[src/rtl/conv3x3_seq_ctrl_if.sv]
// Handshake/stream bundle between the stream front end, line buffer, MAC tree and conv3x3_seq_ctrl.
// master = environment side (front end + MAC tree), slave = the sequencer.
interface conv3x3_seq_ctrl_if #(
  parameter int CW = 10
);
  logic          start;
  logic          k_valid;
  logic [7:0]    k_data;
  logic          k_ready;
  logic [71:0]   kernel_flat;
  logic          pix_valid;
  logic          pix_ready;
  logic          lb_shift;
  logic          mac_go;
  logic          mac_done;
  logic          res_valid;
  logic          res_last;
  logic [CW-1:0] col;
  logic [CW-1:0] row;
  logic          busy;
  logic          done;
  logic          err;

  modport master (
    output start, k_valid, k_data, pix_valid, mac_done,
    input  k_ready, kernel_flat, pix_ready, lb_shift, mac_go,
           res_valid, res_last, col, row, busy, done, err
  );

  modport slave (
    input  start, k_valid, k_data, pix_valid, mac_done,
    output k_ready, kernel_flat, pix_ready, lb_shift, mac_go,
           res_valid, res_last, col, row, busy, done, err
  );
endinterface

[src/rtl/conv3x3_seq_ctrl.sv]
// Sequencer for the 3x3 MAC tree and line buffer: kernel load, raster pixel intake, window firing, result tagging.
// Define CONV_STRIDE2_EN to fire only windows whose origin has even column and row.
module conv3x3_seq_ctrl #(
  parameter int IMG_W   = 28,
  parameter int IMG_H   = 28,
  parameter int CW      = 10,
  parameter int MAX_OUT = 4
) (
  input  logic               clk,
  input  logic               rst_n,
  conv3x3_seq_ctrl_if.slave  bus
);
  localparam int OW = $clog2(MAX_OUT + 1);
`ifdef CONV_STRIDE2_EN
  localparam int N_RES = ((IMG_W - 1) / 2) * ((IMG_H - 1) / 2);
`else
  localparam int N_RES = (IMG_W - 2) * (IMG_H - 2);
`endif
  localparam int RW = $clog2(N_RES + 1);
  localparam logic [OW:0] MAX_OUT_W = (OW + 1)'(MAX_OUT);

  typedef enum logic [2:0] {IDLE, LOAD_K, RUN, DRAIN, DONE} state_t;

  state_t        state;
  logic [3:0]    k_idx;
  logic [71:0]   kernel_q;
  logic [CW-1:0] col;
  logic [CW-1:0] row;
  logic [OW-1:0] outstanding;
  logic [OW-1:0] out_next;
  logic [RW-1:0] res_cnt;
  logic          k_ready_q;
  logic          pix_ready_q;
  logic          mac_go_q;
  logic          res_valid_q;
  logic          res_last_q;
  logic          done_q;
  logic          err_q;
  logic          accept;
  logic          win;
  logic          done_ok;
  logic          col_end;
  logic          last_pix;

  always_comb begin
    accept   = bus.pix_valid && pix_ready_q;
    col_end  = (col == CW'(IMG_W - 1));
    last_pix = col_end && (row == CW'(IMG_H - 1));
    win      = accept && (col >= CW'(2)) && (row >= CW'(2));
`ifdef CONV_STRIDE2_EN
    win      = win && !col[0] && !row[0];
`endif
    done_ok  = bus.mac_done && (outstanding != '0);
    out_next = outstanding + OW'(mac_go_q) - OW'(done_ok);
  end

  // pix_ready also counts the window accepted this cycle whose mac_go is still pending,
  // so the in-flight count can never exceed MAX_OUT.
  always_ff @(posedge clk) begin
    if (!rst_n) begin
      state       <= IDLE;
      k_idx       <= '0;
      kernel_q    <= '0;
      col         <= '0;
      row         <= '0;
      outstanding <= '0;
      res_cnt     <= '0;
      k_ready_q   <= 1'b0;
      pix_ready_q <= 1'b0;
      mac_go_q    <= 1'b0;
      res_valid_q <= 1'b0;
      res_last_q  <= 1'b0;
      done_q      <= 1'b0;
      err_q       <= 1'b0;
    end else begin
      mac_go_q    <= win;
      outstanding <= out_next;
      res_valid_q <= done_ok;
      res_last_q  <= done_ok && (res_cnt == RW'(N_RES - 1));
      if (done_ok)
        res_cnt <= res_cnt + RW'(1);
      if (bus.mac_done && (outstanding == '0))
        err_q <= 1'b1;
      done_q      <= 1'b0;
      pix_ready_q <= 1'b0;

      case (state)
        IDLE: begin
          if (bus.start) begin
            state     <= LOAD_K;
            k_idx     <= '0;
            k_ready_q <= 1'b1;
            res_cnt   <= '0;
          end
        end
        LOAD_K: begin
          if (bus.k_valid) begin
            kernel_q[{k_idx, 3'b000} +: 8] <= bus.k_data;
            k_idx <= k_idx + 4'd1;
            if (k_idx == 4'd8) begin
              state       <= RUN;
              k_ready_q   <= 1'b0;
              col         <= '0;
              row         <= '0;
              pix_ready_q <= ({1'b0, out_next} < MAX_OUT_W);
            end
          end
        end
        RUN: begin
          if (accept) begin
            if (last_pix) begin
              state <= DRAIN;
              col   <= '0;
              row   <= '0;
            end else if (col_end) begin
              col <= '0;
              row <= row + CW'(1);
            end else begin
              col <= col + CW'(1);
            end
          end
          pix_ready_q <= !(accept && last_pix) &&
                         (({1'b0, out_next} + (OW + 1)'(win)) < MAX_OUT_W);
        end
        DRAIN: begin
          if ((outstanding == '0) && (res_cnt == RW'(N_RES))) begin
            state  <= DONE;
            done_q <= 1'b1;
          end
        end
        DONE: state <= IDLE;
        default: state <= IDLE;
      endcase
    end
  end

  assign bus.k_ready     = k_ready_q;
  assign bus.kernel_flat = kernel_q;
  assign bus.pix_ready   = pix_ready_q;
  assign bus.lb_shift    = accept;
  assign bus.mac_go      = mac_go_q;
  assign bus.res_valid   = res_valid_q;
  assign bus.res_last    = res_last_q;
  assign bus.col         = col;
  assign bus.row         = row;
  assign bus.busy        = (state != IDLE);
  assign bus.done        = done_q;
  assign bus.err         = err_q;
endmodule

[src/flat_wrapper.sv]
// flat-port wrapper written by rule: the top's interface ports become plain ports
module conv3x3_seq_ctrl_flat 
#(
  parameter int IMG_W   = 28,
  parameter int IMG_H   = 28,
  parameter int CW      = 10,
  parameter int MAX_OUT = 4
)
  (clk, rst_n, bus_start, bus_k_valid, bus_k_data, bus_pix_valid, bus_mac_done, bus_k_ready, bus_kernel_flat, bus_pix_ready, bus_lb_shift, bus_mac_go, bus_res_valid, bus_res_last, bus_col, bus_row, bus_busy, bus_done, bus_err);
  conv3x3_seq_ctrl_if #(.CW(CW)) bus_i ();
  input  logic clk;
  input  logic rst_n;
  input wire logic [$bits(bus_i.start)-1:0] bus_start;
  input wire logic [$bits(bus_i.k_valid)-1:0] bus_k_valid;
  input wire logic [$bits(bus_i.k_data)-1:0] bus_k_data;
  input wire logic [$bits(bus_i.pix_valid)-1:0] bus_pix_valid;
  input wire logic [$bits(bus_i.mac_done)-1:0] bus_mac_done;
  output wire logic [$bits(bus_i.k_ready)-1:0] bus_k_ready;
  output wire logic [$bits(bus_i.kernel_flat)-1:0] bus_kernel_flat;
  output wire logic [$bits(bus_i.pix_ready)-1:0] bus_pix_ready;
  output wire logic [$bits(bus_i.lb_shift)-1:0] bus_lb_shift;
  output wire logic [$bits(bus_i.mac_go)-1:0] bus_mac_go;
  output wire logic [$bits(bus_i.res_valid)-1:0] bus_res_valid;
  output wire logic [$bits(bus_i.res_last)-1:0] bus_res_last;
  output wire logic [$bits(bus_i.col)-1:0] bus_col;
  output wire logic [$bits(bus_i.row)-1:0] bus_row;
  output wire logic [$bits(bus_i.busy)-1:0] bus_busy;
  output wire logic [$bits(bus_i.done)-1:0] bus_done;
  output wire logic [$bits(bus_i.err)-1:0] bus_err;
  assign bus_i.start = bus_start;
  assign bus_i.k_valid = bus_k_valid;
  assign bus_i.k_data = bus_k_data;
  assign bus_i.pix_valid = bus_pix_valid;
  assign bus_i.mac_done = bus_mac_done;
  assign bus_k_ready = bus_i.k_ready;
  assign bus_kernel_flat = bus_i.kernel_flat;
  assign bus_pix_ready = bus_i.pix_ready;
  assign bus_lb_shift = bus_i.lb_shift;
  assign bus_mac_go = bus_i.mac_go;
  assign bus_res_valid = bus_i.res_valid;
  assign bus_res_last = bus_i.res_last;
  assign bus_col = bus_i.col;
  assign bus_row = bus_i.row;
  assign bus_busy = bus_i.busy;
  assign bus_done = bus_i.done;
  assign bus_err = bus_i.err;
  conv3x3_seq_ctrl #(.IMG_W(IMG_W), .IMG_H(IMG_H), .CW(CW), .MAX_OUT(MAX_OUT)) u_core (.clk(clk), .rst_n(rst_n), .bus(bus_i));
endmodule
[config.mk]
export PLATFORM = sky130hd
export DESIGN_NAME = conv3x3_seq_ctrl_flat
export DESIGN_NICKNAME = d
export VERILOG_FILES = /design/src/rtl/conv3x3_seq_ctrl_if.sv /design/src/rtl/conv3x3_seq_ctrl.sv /design/src/flat_wrapper.sv
export SDC_FILE = /design/constraint.sdc
export NUM_CORES = 1
export LEC_CHECK = 0
export BUFFER_PORTS_ARGS = -buffer_cell sky130_fd_sc_hd__buf_2
export CORE_MARGIN = 8
export CORE_UTILIZATION = 55
export DETAILED_ROUTE_END_ITERATION = 10
export PLACE_DENSITY = 0.86
export SKIP_LAST_GASP = 1
export SLEW_MARGIN = 0
export SYNTH_ARGS = -nofsm -noshare
export SYNTH_HDL_FRONTEND = slang
export SYNTH_SLANG_ARGS = --single-unit
[constraint.sdc]
create_clock -name clk -period 4.7 [get_ports clk]
set_input_delay 0.47 -clock clk [delete_from_list [all_inputs] [get_ports clk]]
set_output_delay 0.47 -clock clk [all_outputs]
set_load 0.05 [all_outputs]
## Yosys cells after proc, flatten, opt, wreduce, memory -nomap -nowiden

Cells that the tools add are included.

- Shift operators: 2
- Reductions and logical operators: 24
- Order comparisons: 4
- Multiplexer cells: 32
- Add/subtract/negate cells: 8
- Eq/ne operators: 15

Operators with widths:

| cell | count |
|---|---|
| $mux 10 | 11 |
| $bwmux 72 | 1 |
| $shift 8x9->72 const A | 1 |
| $shiftx 8x9->72 | 1 |
| $pmux 10 s2 | 2 |
| $add 10x1->10 const B | 3 |
| $eq 10x10->1 const B | 2 |
| $eq 10x5->1 const B | 2 |
| $ge 10x2->1 const B | 2 |
| $mux 3 | 6 |
| $pmux 3 s4 | 1 |
| $logic_and 1x1->1 | 10 |
| $neg 7->9 | 1 |
| $mux 4 | 2 |
| $ne 2x1->1 const B | 4 |
| $pmux 4 s2 | 1 |
| $reduce_and 4->1 | 2 |
| $eq 3x2->1 const B | 2 |
| $logic_not 3->1 | 2 |
| $mux 1 | 6 |
| $reduce_and 6->1 | 1 |
| $reduce_bool 3->1 | 2 |
| $reduce_and 5->1 | 1 |
| $add 3x1->4 | 1 |
| 14 further kinds | 18 |

- Register bits: 119
- Logic and storage cells: 99
- Output and inout port bits: 101
- Input port bits: 14

## Depth between registers and ports, before layout

- Depth after elaboration: 7
- Depth in mapped cells: 9
- Mapped depth without buffers: 8

## Least setup slack after synthesis

Ideal clock, no wire load.

- Path kind: flip-flop to flip-flop
- Start point: register u_core.outstanding[1]
- End point: register u_core.pix_ready_q, in the netlist u_core.bus.pix_ready
- Data arrival time: 1.966 ns
- Data required time: 4.577 ns
- Setup time: 0.123 ns
- Path slack: 2.611 ns
- Clock period less this slack: 2.089 ns
- Cell stages (with the launch flop): 10
- Path through: dfxtp_1 o31a_1 buf_2 ha_1 inv_1 ha_1 fa_1 nand2_1 o21ai_0 a211oi_1

- Word-level cells in the longest chain between the ends: 7
- Elaborated cells on any way between the ends: 11

RTL lines:

| element | line | source |
|---|---|---|
| start, declared | conv3x3_seq_ctrl.sv:29 | `logic [OW-1:0] outstanding;` |
| start signal, assigned | conv3x3_seq_ctrl.sv:77 | `outstanding <= out_next;` |
| $reduce_bool 3->1 * | conv3x3_seq_ctrl.sv:53 | `done_ok = bus.mac_done && (outstanding != '0);` |
| $logic_and 1x1->1 * | conv3x3_seq_ctrl.sv:53 |  |
| net u_core.done_ok | conv3x3_seq_ctrl.sv:41 | `logic done_ok;` |
| $sub 3x1->3 * | conv3x3_seq_ctrl.sv:54 | `out_next = outstanding + OW'(mac_go_q) - OW'(done_ok);` |
| net u_core.out_next[1] | conv3x3_seq_ctrl.sv:30 | `logic [OW-1:0] out_next;` |
| $add 3x1->4 or $lt 3x3->1 (tied branches) | conv3x3_seq_ctrl.sv:123, conv3x3_seq_ctrl.sv:105 |  |
| $lt 4x3->1 or $mux 1 (tied branches) | conv3x3_seq_ctrl.sv:123, conv3x3_seq_ctrl.sv:100 |  |
| $logic_and 1x1->1 or $mux 1 (tied branches) | conv3x3_seq_ctrl.sv:122, conv3x3_seq_ctrl.sv:97 |  |
| $pmux 1 s2 * | conv3x3_seq_ctrl.sv:87 | `case (state)` |
| end signal, assigned | conv3x3_seq_ctrl.sv:105 | `pix_ready_q <= ({1'b0, out_next} < MAX_OUT_W);` |
| end signal, assigned | conv3x3_seq_ctrl.sv:122 | `pix_ready_q <= !(accept && last_pix) &&` |
| end, declared | conv3x3_seq_ctrl.sv:33 | `logic pix_ready_q;` |

The timed path passes the listed nets; every way through them passes the cells marked *.
A chain may end at the register's enable or synchronous reset.

## Worst setup path in the final report

- Start point: register u_core.k_idx[0]
- End point: register u_core.row[4], in the netlist u_core.bus.row[4]

- Word-level cells in the longest chain between the ends: 3

RTL lines:

| element | line | source |
|---|---|---|
| start, declared | conv3x3_seq_ctrl.sv:25 | `logic [3:0] k_idx;` |
| start signal, assigned | conv3x3_seq_ctrl.sv:99 | `k_idx <= k_idx + 4'd1;` |
| $eq 4x4->1 | conv3x3_seq_ctrl.sv:100 | `if (k_idx == 4'd8) begin` |
| $ne 2x1->1 (no source line) | - |  |
| $reduce_and 5->1 (no source line) | - |  |
| end signal, assigned | conv3x3_seq_ctrl.sv:117 | `row <= row + CW'(1);` |
| end, declared | conv3x3_seq_ctrl.sv:28 | `logic [CW-1:0] row;` |

Every way passes these cells.

==> qor.yml <==
critical_path:
  crit_start: "u_core.k_idx[0]$_SDFFE_PN0P_"
  cp-end-kind: "flop"
  endpoint: "u_core.bus.row[4]$_SDFFE_PN0P_"
  slowest_stage: "a221oi_2"
  crit_chain: "inv_2, ha_1, nand4b_4, a221oi_2, a21bo_1, nand2_2, a31oi_1"
  arrival_ns: 3.07
  r2r_cells: 7
  critPathKind: "reg -> reg"
  max_stage_delay_ns: 0.79
  crit_required_ns: 5.09
  r2r_start: "u_core.k_idx[0]$_SDFFE_PN0P_"
  start_kind: "flop"
  reg2reg_slack_ns: 2.02
  cp_max_fo: 13
  reg2reg_to: "u_core.bus.row[4]$_SDFFE_PN0P_"
floorplanning:
  io-pin-count: 115
  coreArea_um2: 9240
  initial_core_util_pct: 56.6
  die-area_um2: 12900
  die_y_um: 114
  rows: 35
  dieWidth_um: 114
synthesis:
  yosysUniqueCellTypes: 65
  syn_area_um2: 5230
  synth_compound_area_share_pct: 11.1
  seq_area_frac_synth_pct: 45.6
  ys.flop_type: "dfxtp_1"
  synth_fa_ha_area_share_pct: 3.01
  synth_cells: 575
  synthSimpleGateAreaFrac_pct: 24.5
  synth_mux_area_share_pct: 7.85
  synth_edf_count: 0
  ys_warn_count: 0
  synth_seq_cells: 119
  synth_top_family_by_area: "simple AND/OR/NAND/NOR gates"
  synth_area_per_cell_um2: 9.10
  synth-xor-area-share_pct: 3.18
  synthArstFlopShare_pct: 0
  synth_nets: 601
cts:
  hold_buffers: 0
  cts_buffer_depth: 2
  clockRootBuffer: "clkbuf_8"
  cts_resized: 0
  htreeDepth: 4
  cts_made_buffers: 17
  clkTransAtPathRegs_ns: 0.06
  tritoncts: "yes"
  clock_latency_ns: 0.51
  post_cts_buffers: 0
  numClockSinks: 119
cells_and_area:
  drive_gt1_share_pct: 24.8
  final_cell_mix: "dfxtp_1 (119), buf_2 (114), nand2_1 (77)"
  num_antenna_cells: 0
  nets: 698
  fillers: 670
  layout_commonest_cell: "dfxtp_1"
  fin_cells: 814
  area_delta_synth_final_pct: 22.8
  fin_area_um2: 6420
power:
  p_leak_nw: 2.87
  powerDensity_nw_per_um2: 444
  peakVddDrop_uv: 233
timing:
  worst_slack_ns: 2.02
  fin_worst_skew_ns: 0.0110
  timing_worst_slew_pin_value_ns: 0.943
  setup_viol: 0
  period_share_pct: 57.0
  fin_setup_tns_ns: 0
  rsz0062_at_grt: "no"
  drv_slew: 0
  slew_headroom_pct: 37.1
  hold_viol_final: 0
  fin_crit_ns: 2.68
  fmaxAchievable_mhz: 373
detailed_routing:
  vias: 4652
  drc: 0
  firstDrtPassIters: 5
  vias_per_cell: 5.71
  drt.antenna.violating_nets: 0
  wl_per_cell_um: 17.7
  first_iter_violations: 353
  wirelength_um: 14400
placed_design:
  numPortBuffers: 114
  gp_congestion: 0.908
  dp_hpwl_um: 9590
  dpl_cell_area_um2: 5790
  dp_cells: 782
  dpl_worst_slack_ns: 2.06
hold_path:
  hold_path_class: "in -> reg"
  holdCritStartpoint: "bus_mac_done"
grt:
  grt_max_degree: 55
  overflow: 0
  antenna_found_initial: 0
  grt_pass1_vias: 4579
  grt_usage_pct: 22.0
  grt_pass1_wl_um: 22900
status:
  status: "completed"
job:
  drv_cap: 0
## worst min-delay path by stage
stage                                              end  cells past startpoint
2_1_floorplan             u_core.res_cnt[6]$_SDFF_PN0_                      2
3_3_place_gp   u_core.bus.kernel_flat[66]$_SDFFE_PN0P_                      2
3_5_place_dp    u_core.bus.kernel_flat[8]$_SDFFE_PN0P_                      2
4_1_cts                    u_core.bus.err$_SDFFE_PN0P_                      3
5_1_grt                    u_core.bus.err$_SDFFE_PN0P_                      3
6_report                   u_core.bus.err$_SDFFE_PN0P_                      3
## state kept, by name (all words and copies together) (netlist names)
name,flops
u_core.outstanding,3
u_core.state,3
u_core.bus.res_valid,1
u_core.bus.err,1
u_core.bus.mac_go,1
u_core.bus.done,1
u_core.bus.kernel_flat,72
u_core.res_cnt,10
u_core.bus.pix_ready,1
u_core.bus.col,10
u_core.k_idx,4
u_core.bus.row,10
u_core.bus.res_last,1
u_core.bus.k_ready,1
## Yosys cell counts, types with 4 or more instances
cell type	instances	area share (%)
a21oi_1	28	2.7
a22o_1	16	2.7
a22oi_1	5	0.72
a31oi_1	6	0.72
and2_1	7	0.84
and3_1	8	0.96
buf_2	12	1.1
clkbuf_1	18	1.3
dfxtp_1	119	46
ha_1	11	2.6
inv_1	17	1.2
mux2i_1	41	7.8
nand2_1	77	5.5
nand3_1	34	3.3
nand4_1	7	0.84
nor2_1	61	4.4
nor2b_1	4	0.48
nor3_1	7	0.67
nor4_1	5	0.60
o21ai_0	7	0.67
o2bb2ai_1	4	0.67
or3_1	6	0.72
xnor2_1	4	0.67
xor2_1	15	2.5
## kinds of logic after synthesis
logic type	Yosys count
AO/OA/AOI/OAI	82
XOR/XNOR	19
adder cells (fa/ha/maj)	12
buffers and inverters	55
flip-flops	119
multiplexers	41
AND/OR/NAND/NOR	247
## routing by layer
| metal | share of wire, % | global-route usage, % | up-vias |
|---|---|---|---|
| li1 | - | - | 2189 |
| met2 | 51 | 38.5 | 194 |
| met4 | 1.9 | 9.15 | 0 |
| met1 | 41 | 25.3 | 2242 |
| met5 | 0 | 0 | - |
| met3 | 6.5 | 4.97 | 27 |
## cell type report
cell class	count	area [um^2]	share of cell area (%)
multi-input cells	401	2600	40.5
well taps	129	161	2.51
inverters	19	71.3	1.11
clock buffers	19	442	6.88
clock inverters	13	193	3.00
flip-flops and latches	119	2380	37.1
repair buffers	114	571	8.89
## through the flow
stage	power, W	util [%]	hold slack (ns)
after floorplan	0.00143	-	0.463
after global placement	0.00149	62.6	0.449
after detailed placement	0.00150	62.6	0.451
final	0.00285	69.5	0.248
after global routing	0.00295	69.5	0.252
after CTS	0.00286	69.5	0.245
## power by group
group          internal [W]  total (W)  switching, W
combinational      0.000128   0.000404      0.000276
clock              0.000895    0.00136      0.000468
sequential          0.00104    0.00109     0.0000421
total               0.00207    0.00285      0.000786
## worst max-delay path, delay by kind of cell (launching register included)
family / cells / cell delay [ns]
AO/OA/AOI/OAI: 3 / 1.31
adder cells (fa/ha/maj): 1 / 0.29
buffers and inverters: 1 / 0.15
flip-flops: 1 / 0.42
AND/OR/NAND/NOR: 2 / 0.38
(Power assumes the default switching activity.)
